`config.mk`:
```
export PLATFORM = sky130hd
export DESIGN_NAME = counter_sequencer_flat
export DESIGN_NICKNAME = d
export VERILOG_FILES = /design/src/rtl/counter_sequencer_if.sv /design/src/rtl/counter_sequencer.sv /design/src/flat_wrapper.sv
export SDC_FILE = /design/constraint.sdc
export NUM_CORES = 1
export LEC_CHECK = 0
export BUFFER_PORTS_ARGS = -buffer_cell sky130_fd_sc_hd__clkbuf_2
export CORE_ASPECT_RATIO = 2
export CORE_MARGIN = 1
export CORE_UTILIZATION = 48
export CTS_BUF_LIST = sky130_fd_sc_hd__clkbuf_8
export CTS_CLUSTER_SIZE = 10
export DETAILED_ROUTE_END_ITERATION = 7
export PLACE_DENSITY_LB_ADDON = 0.08
export SKIP_CTS_REPAIR_TIMING = 1
export SYNTH_ARGS = -nofsm -noshare
export SYNTH_HDL_FRONTEND = slang
export SYNTH_SLANG_ARGS = --single-unit
```
`constraint.sdc`:
```
create_clock -name clk -period 1.9 [get_ports clk]
set_clock_uncertainty 0.15 [all_clocks]
set_input_delay 0.285 -clock clk [delete_from_list [all_inputs] [get_ports clk]]
set_output_delay 0.285 -clock clk [all_outputs]
set_load 0.01 [all_outputs]
```
`src/rtl/counter_sequencer_if.sv`:
```
// counter_sequencer_if: control/handshake bundle between the control unit and the address sequencer.
interface counter_sequencer_if #(
    parameter int WIDTH     = 8,
    parameter int LEN_WIDTH = 8
);
    logic                 start;
    logic                 abort;
    logic [WIDTH-1:0]     base;
    logic [LEN_WIDTH-1:0] length;
    logic                 countdown;
    logic                 step_ready;
    logic [WIDTH-1:0]     addr;
    logic                 addr_valid;
    logic [LEN_WIDTH-1:0] remaining;
    logic                 busy;
    logic                 done;

    modport master (
        output start, abort, base, length, countdown, step_ready,
        input  addr, addr_valid, remaining, busy, done
    );

    modport slave (
        input  start, abort, base, length, countdown, step_ready,
        output addr, addr_valid, remaining, busy, done
    );
endinterface

```
`src/rtl/counter_sequencer.sv`:
```
// counter_sequencer: walks a counted address range up or down, one address per accepted step.
module counter_sequencer #(
    parameter int WIDTH     = 8,
    parameter int LEN_WIDTH = 8
) (
    input logic               clk,
    input logic               reset,
    counter_sequencer_if.slave bus
);
    typedef enum logic [1:0] {IDLE, RUN, DONE} state_t;

    state_t               state, state_n;
    logic [WIDTH-1:0]     addr_q, addr_n;
    logic [LEN_WIDTH-1:0] rem_q, rem_n;
    logic                 dir_q, dir_n;

    always_ff @(posedge clk or posedge reset) begin
        if (reset) begin
            state  <= IDLE;
            addr_q <= '0;
            rem_q  <= '0;
            dir_q  <= 1'b0;
        end else begin
            state  <= state_n;
            addr_q <= addr_n;
            rem_q  <= rem_n;
            dir_q  <= dir_n;
        end
    end

    always_comb begin
        state_n = state;
        addr_n  = addr_q;
        rem_n   = rem_q;
        dir_n   = dir_q;
        case (state)
            IDLE: begin
                if (bus.start) begin
                    if (bus.length != '0) begin
                        state_n = RUN;
                        addr_n  = bus.base;
                        rem_n   = bus.length;
                        dir_n   = bus.countdown;
                    end else begin
                        state_n = DONE;
                    end
                end
            end
            RUN: begin
                // abort wins over a simultaneous step, which is then not counted
                if (bus.abort) begin
                    state_n = IDLE;
                end else if (bus.step_ready) begin
                    if (rem_q == LEN_WIDTH'(1)) begin
                        rem_n   = '0;
                        state_n = DONE;
                    end else begin
                        rem_n  = rem_q - LEN_WIDTH'(1);
                        addr_n = dir_q ? addr_q - WIDTH'(1) : addr_q + WIDTH'(1);
                    end
                end
            end
            default: state_n = IDLE;
        endcase
    end

    assign bus.addr       = addr_q;
    assign bus.remaining  = rem_q;
    assign bus.addr_valid = (state == RUN);
    assign bus.busy       = (state == RUN);
    assign bus.done       = (state == DONE);
endmodule

```
`src/flat_wrapper.sv`:
```
// flat-port wrapper written by rule: the top's interface ports become plain ports
module counter_sequencer_flat 
#(
    parameter int WIDTH     = 8,
    parameter int LEN_WIDTH = 8
)
  (clk, reset, bus_start, bus_abort, bus_base, bus_length, bus_countdown, bus_step_ready, bus_addr, bus_addr_valid, bus_remaining, bus_busy, bus_done);
  counter_sequencer_if #(.WIDTH(WIDTH), .LEN_WIDTH(LEN_WIDTH)) bus_i ();
  input logic clk;
  input logic reset;
  input wire logic [$bits(bus_i.start)-1:0] bus_start;
  input wire logic [$bits(bus_i.abort)-1:0] bus_abort;
  input wire logic [$bits(bus_i.base)-1:0] bus_base;
  input wire logic [$bits(bus_i.length)-1:0] bus_length;
  input wire logic [$bits(bus_i.countdown)-1:0] bus_countdown;
  input wire logic [$bits(bus_i.step_ready)-1:0] bus_step_ready;
  output wire logic [$bits(bus_i.addr)-1:0] bus_addr;
  output wire logic [$bits(bus_i.addr_valid)-1:0] bus_addr_valid;
  output wire logic [$bits(bus_i.remaining)-1:0] bus_remaining;
  output wire logic [$bits(bus_i.busy)-1:0] bus_busy;
  output wire logic [$bits(bus_i.done)-1:0] bus_done;
  assign bus_i.start = bus_start;
  assign bus_i.abort = bus_abort;
  assign bus_i.base = bus_base;
  assign bus_i.length = bus_length;
  assign bus_i.countdown = bus_countdown;
  assign bus_i.step_ready = bus_step_ready;
  assign bus_addr = bus_i.addr;
  assign bus_addr_valid = bus_i.addr_valid;
  assign bus_remaining = bus_i.remaining;
  assign bus_busy = bus_i.busy;
  assign bus_done = bus_i.done;
  counter_sequencer #(.WIDTH(WIDTH), .LEN_WIDTH(LEN_WIDTH)) u_core (.clk(clk), .reset(reset), .bus(bus_i));
endmodule
```
==> results.md <==
- The run finished, with violations left.
- The checks that failed: setup timing.
- Of all flip-flops after synthesis, the portion carrying an async set or reset was between 90% and 100%.
- The fraction of layout instances using a drive strength above 1 is 49.59%.
- The remaining max-slew budget at the tightest pin is ~71%.
- The worst hold path class is primary input to register.
- After global routing the overflow that remains totals 0.
- In this run, synthesis inferred 0 flip-flops with an integrated enable.
- The largest fanout on the critical path is 8.
- The synthesized design spends more area on one cell type than any other, namely dfrtp_1.
- Ranked by total cell area, the synthesized netlist is headed by dfrtp_1 33%, ha_1 7.0%, o21ai_0 6.3%, a21oi_1 3.8%, a32oi_1 3.1%.
- The power consumption is around 3.4 mW.
- The worst hold path begins at bus_countdown.
- The worst setup path is of the register to register kind.
- The total stage count of the critical path is 6.
- The library cell contributing the largest single delay on the critical path is dfrtp_2.
- Counting the fill cells in the layout gives approximately 200.
- The clock passes through at most 2 buffers.
- Max-cap violations in this run came to 0.
- The number of cell rows is 27.
- The port buffer count is 40.
- Counting both buffers and inverters, the worst setup path holds a total of 0.
- Counting every instance in the synthesized netlist gives roughly 160.
- Compared with the post-synthesis result, the final layout area differs by 54.90%.
- The routed layout has between 1500 and 2000 vias.
- Among all flip-flop cells after synthesis, the most frequent one is dfrtp_1.
- The aggregate global-route resource usage is approximately a third.
- The top achievable clock speed is 467.1 MHz.
- The reg-to-reg startpoint is u_core.dir_q.
- The portion of synthesized cell area occupied by the leading cell type is between 30% and 40%.
- The initial utilization of the core area, before any placement, comes to approximately half.
- The first global-routing pass estimated between 6000 and 7000 µm of wire.
- The distinct cell type count of the synthesized netlist is between 40 and 50.
- Entering global routing, the biggest net connects 20 pins.
- The number of top-level design ports is between 40 and 50.
- The number of global-route vias before repair came to approximately 1600.
- The static power due to leakage is between 1 and 1.5 nW.
- Detailed placement finished with a half-perimeter wire length of 3465 µm.
- The endpoint identified for the worst register-to-register timing path is u_core.bus.addr[7].
- Clock tree synthesis selected as its root buffer the cell clkbuf_8.
- The TritonCTS clock tree is yes.
- The setup check on the worst reg-to-reg path leaves a slack of -0.24 ns.
- Broken down by cell family, the worst path's largest delay share belongs to simple AND/OR/NAND/NOR gates.
- Walking the worst path, the cells encountered are ha_2 -> nor3_2 -> o2111ai_2 -> and3_4 -> o211ai_1 -> or3b_1.
- The later-pin clock latency in the skew report is ~0.26 ns.
- VDD sags by at most approximately 0.92 mV.
- The die span in y is between 70 and 80 µm.
- The critical path required time is about 1.9 ns.
- The critical path data arrival time is 2.13 ns.
- Setup violations remaining at the end of the flow were counted as 6.
- The number of antenna violations at the first check in global routing was 0.
- In this run the power density over the cells is 1552 nW/µm².
- The placed instance count is about 260.
- The total count of max-transition violations in the final report is 0.
- The depth of the most critical reg-to-reg path is 6.
- The clock transition at the register clock pins on the worst setup and hold paths after CTS is 0.07 ns.
- The final design area excluding fillers is 2217 µm².
- The endpoint of the worst hold-timing path is u_core.dir_q.
- The final hold violation count is 0.
- The number of clock sinks is 19.
- The mean area per synthesized cell is about 8.9 µm².
- The critical path endpoint category is a register.
- After layout, the worst setup slack is -0.2410 ns.
- The count of antenna-violating nets left after detailed routing is 0.
- The antenna diode count is 0.
- After detailed routing, the total wire length is 4575 µm.
- The number of nets in the synthesized netlist is 192.
- The final non-filler cell total is ~270.
- For the pin with the worst max-slew slack, the measured transition is ~0.44 ns.
- After detailed routing, the average wire length per cell comes to around 17 µm.
- The first routing iteration left 37 violations.
- The sequential fraction of the synthesis area is about a third.
- In this run the horizontal extent of the chip is 40.62 µm.
- The first detailed-routing pass took 5 iterations.
- The number of H-tree branching levels is 1.
- The final period demand of the worst path is approximately 2.1 ns.
- The maximum single-stage delay on the critical path is between 0.5 and 0.6 ns.
- The number of buffers inserted during clock tree synthesis is 3.
- STA classifies the critical path startpoint as a register.
- The die footprint is approximately 3200 µm².
- The post-route fraction of the period consumed by the critical path is 112.7%.
- Measured on the finished design, the core utilization comes to 79.07%.
- The weighted congestion at the end of routability-driven global placement is about 0.80.
- The standard cell area after detailed placement is approximately 2000 µm².
- The number of warnings issued by yosys is 0.
- In this run the cell area of the synthesized design comes to ~1400 µm².
- The count of nets after finishing is 276.
- For this run, design rule violations remaining after detail routing come to 0.
- The number of cells traversed by the worst hold path is 3.
- In this run, synthesis produced a sequential element count of 19.
- The total area inside the core boundary comes to about 2800 µm².
- Setup repair after global routing could not meet its margin everywhere.
- The detail-routed via count per cell is a little under 6.
==> how the worst max path moves through the flow <==
| stage | start | end | slack, ns |
|---|---|---|---|
| final | u_core.dir_q | u_core.bus.addr[7] | -0.24 |
| after global routing | u_core.dir_q | u_core.bus.addr[7] | -0.28 |
| after CTS | u_core.dir_q | u_core.bus.addr[7] | -0.26 |
| after detailed placement | u_core.dir_q | u_core.bus.addr[7] | -0.23 |
| after global placement | u_core.dir_q | u_core.bus.addr[7] | -0.15 |
| after floorplan | u_core.dir_q | u_core.bus.addr[7] | -0.07 |
==> per-layer routing <==
layer	GRT usage, %	vias to the layer above	share of wire [%]
met1	28.83	762	33
li1	-	763	-
met4	19.67	0	4.1
met2	55.71	64	59
met5	0	-	0
met3	6.145	18	3.7
==> registers in the layout, summed over array words and instances (netlist names) <==
signal,count
u_core.dir_q,1
u_core.state,2
u_core.bus.remaining,8
u_core.bus.addr,8
==> power breakdown <==
group          total [mW]  leakage, nW  internal (mW)  switching [mW]
registers           0.812        0.230          0.581           0.231
clock network       0.288       0.0269          0.144           0.144
logic                2.34        0.770           1.21            1.13
==> area by class of cell <==
type                    count  area (µm²)  area share, %
multi-input cells         123        1032          46.56
repair buffers             86       575.6          25.96
flip-flops and latches     19       476.7          21.50
inverters                  12       51.30          2.314
clock buffers               3       41.29          1.862
well taps                  29       36.28          1.637
clock inverters             1       3.754         0.1693
==> stage by stage <==
step,hold WS [ns],setup TNS (ns),setup WS (ns)
global route,0.1439,-1.678,-0.2760
global placement,0.1515,-0.4990,-0.1461
floorplan,0.08606,-0.06841,-0.06841
detailed placement,0.1657,-0.6553,-0.2272
finish,0.1135,-0.9180,-0.2410
CTS,-0.1209,-1.046,-0.2575
==> tightest hold or removal path: cells and delay by family <==
| kind | cells | cell delay (ns) |
|---|---|---|
| and+or+nand+nor | 1 | 0.04 |
| buffers and inverters | 1 | 0.08 |
| AOI/OAI and AO/OA | 1 | 0.08 |
==> cell families (layout without fill, tap and decap cells) <==
family | after synthesis | after routing | synth area share [%]
AOI/OAI and AO/OA | 60 | 60 | 28.85
and+or+nand+nor | 50 | 50 | 20.54
DFF | 19 | 19 | 33.22
buffers and inverters | 19 | 102 | 5.944
adders and majority gates | 9 | 9 | 8.392
muxes | 3 | 3 | 2.447
xor gates and xnor gates | 1 | 1 | 0.6120
==> synth_stat cells, types with 2 or more instances <==
cell / n
mux2i_1: 2
dfrtp_1: 19
nor4b_1: 3
nand2b_1: 2
a21boi_0: 4
buf_2: 2
nand2_1: 10
a21oi_2: 2
o21a_1: 2
a31oi_1: 2
o21ai_0: 18
ha_1: 8
or3_1: 3
inv_1: 10
clkbuf_1: 3
nor2b_1: 4
nor4_4: 2
a21oi_1: 11
nor2_1: 10
a32oi_1: 5
o211ai_1: 3
nand3_1: 5
nor3_1: 6
==> cell usage in the layout, fill, tap and decap left out, drive strengths merged, types with 3 or more instances in the layout <==
cell and count:
nand3 5, buf 45, ha 8, o21ai 18, a32oi 5, nor2 10
a21boi 4, dfrtp 19, or3 3, a21oi 13, clkbuf 43, o211ai 3
nor2b 4, nor4b 3, nor3 6, nand2 10, inv 12
(Power assumes the default switching activity.)
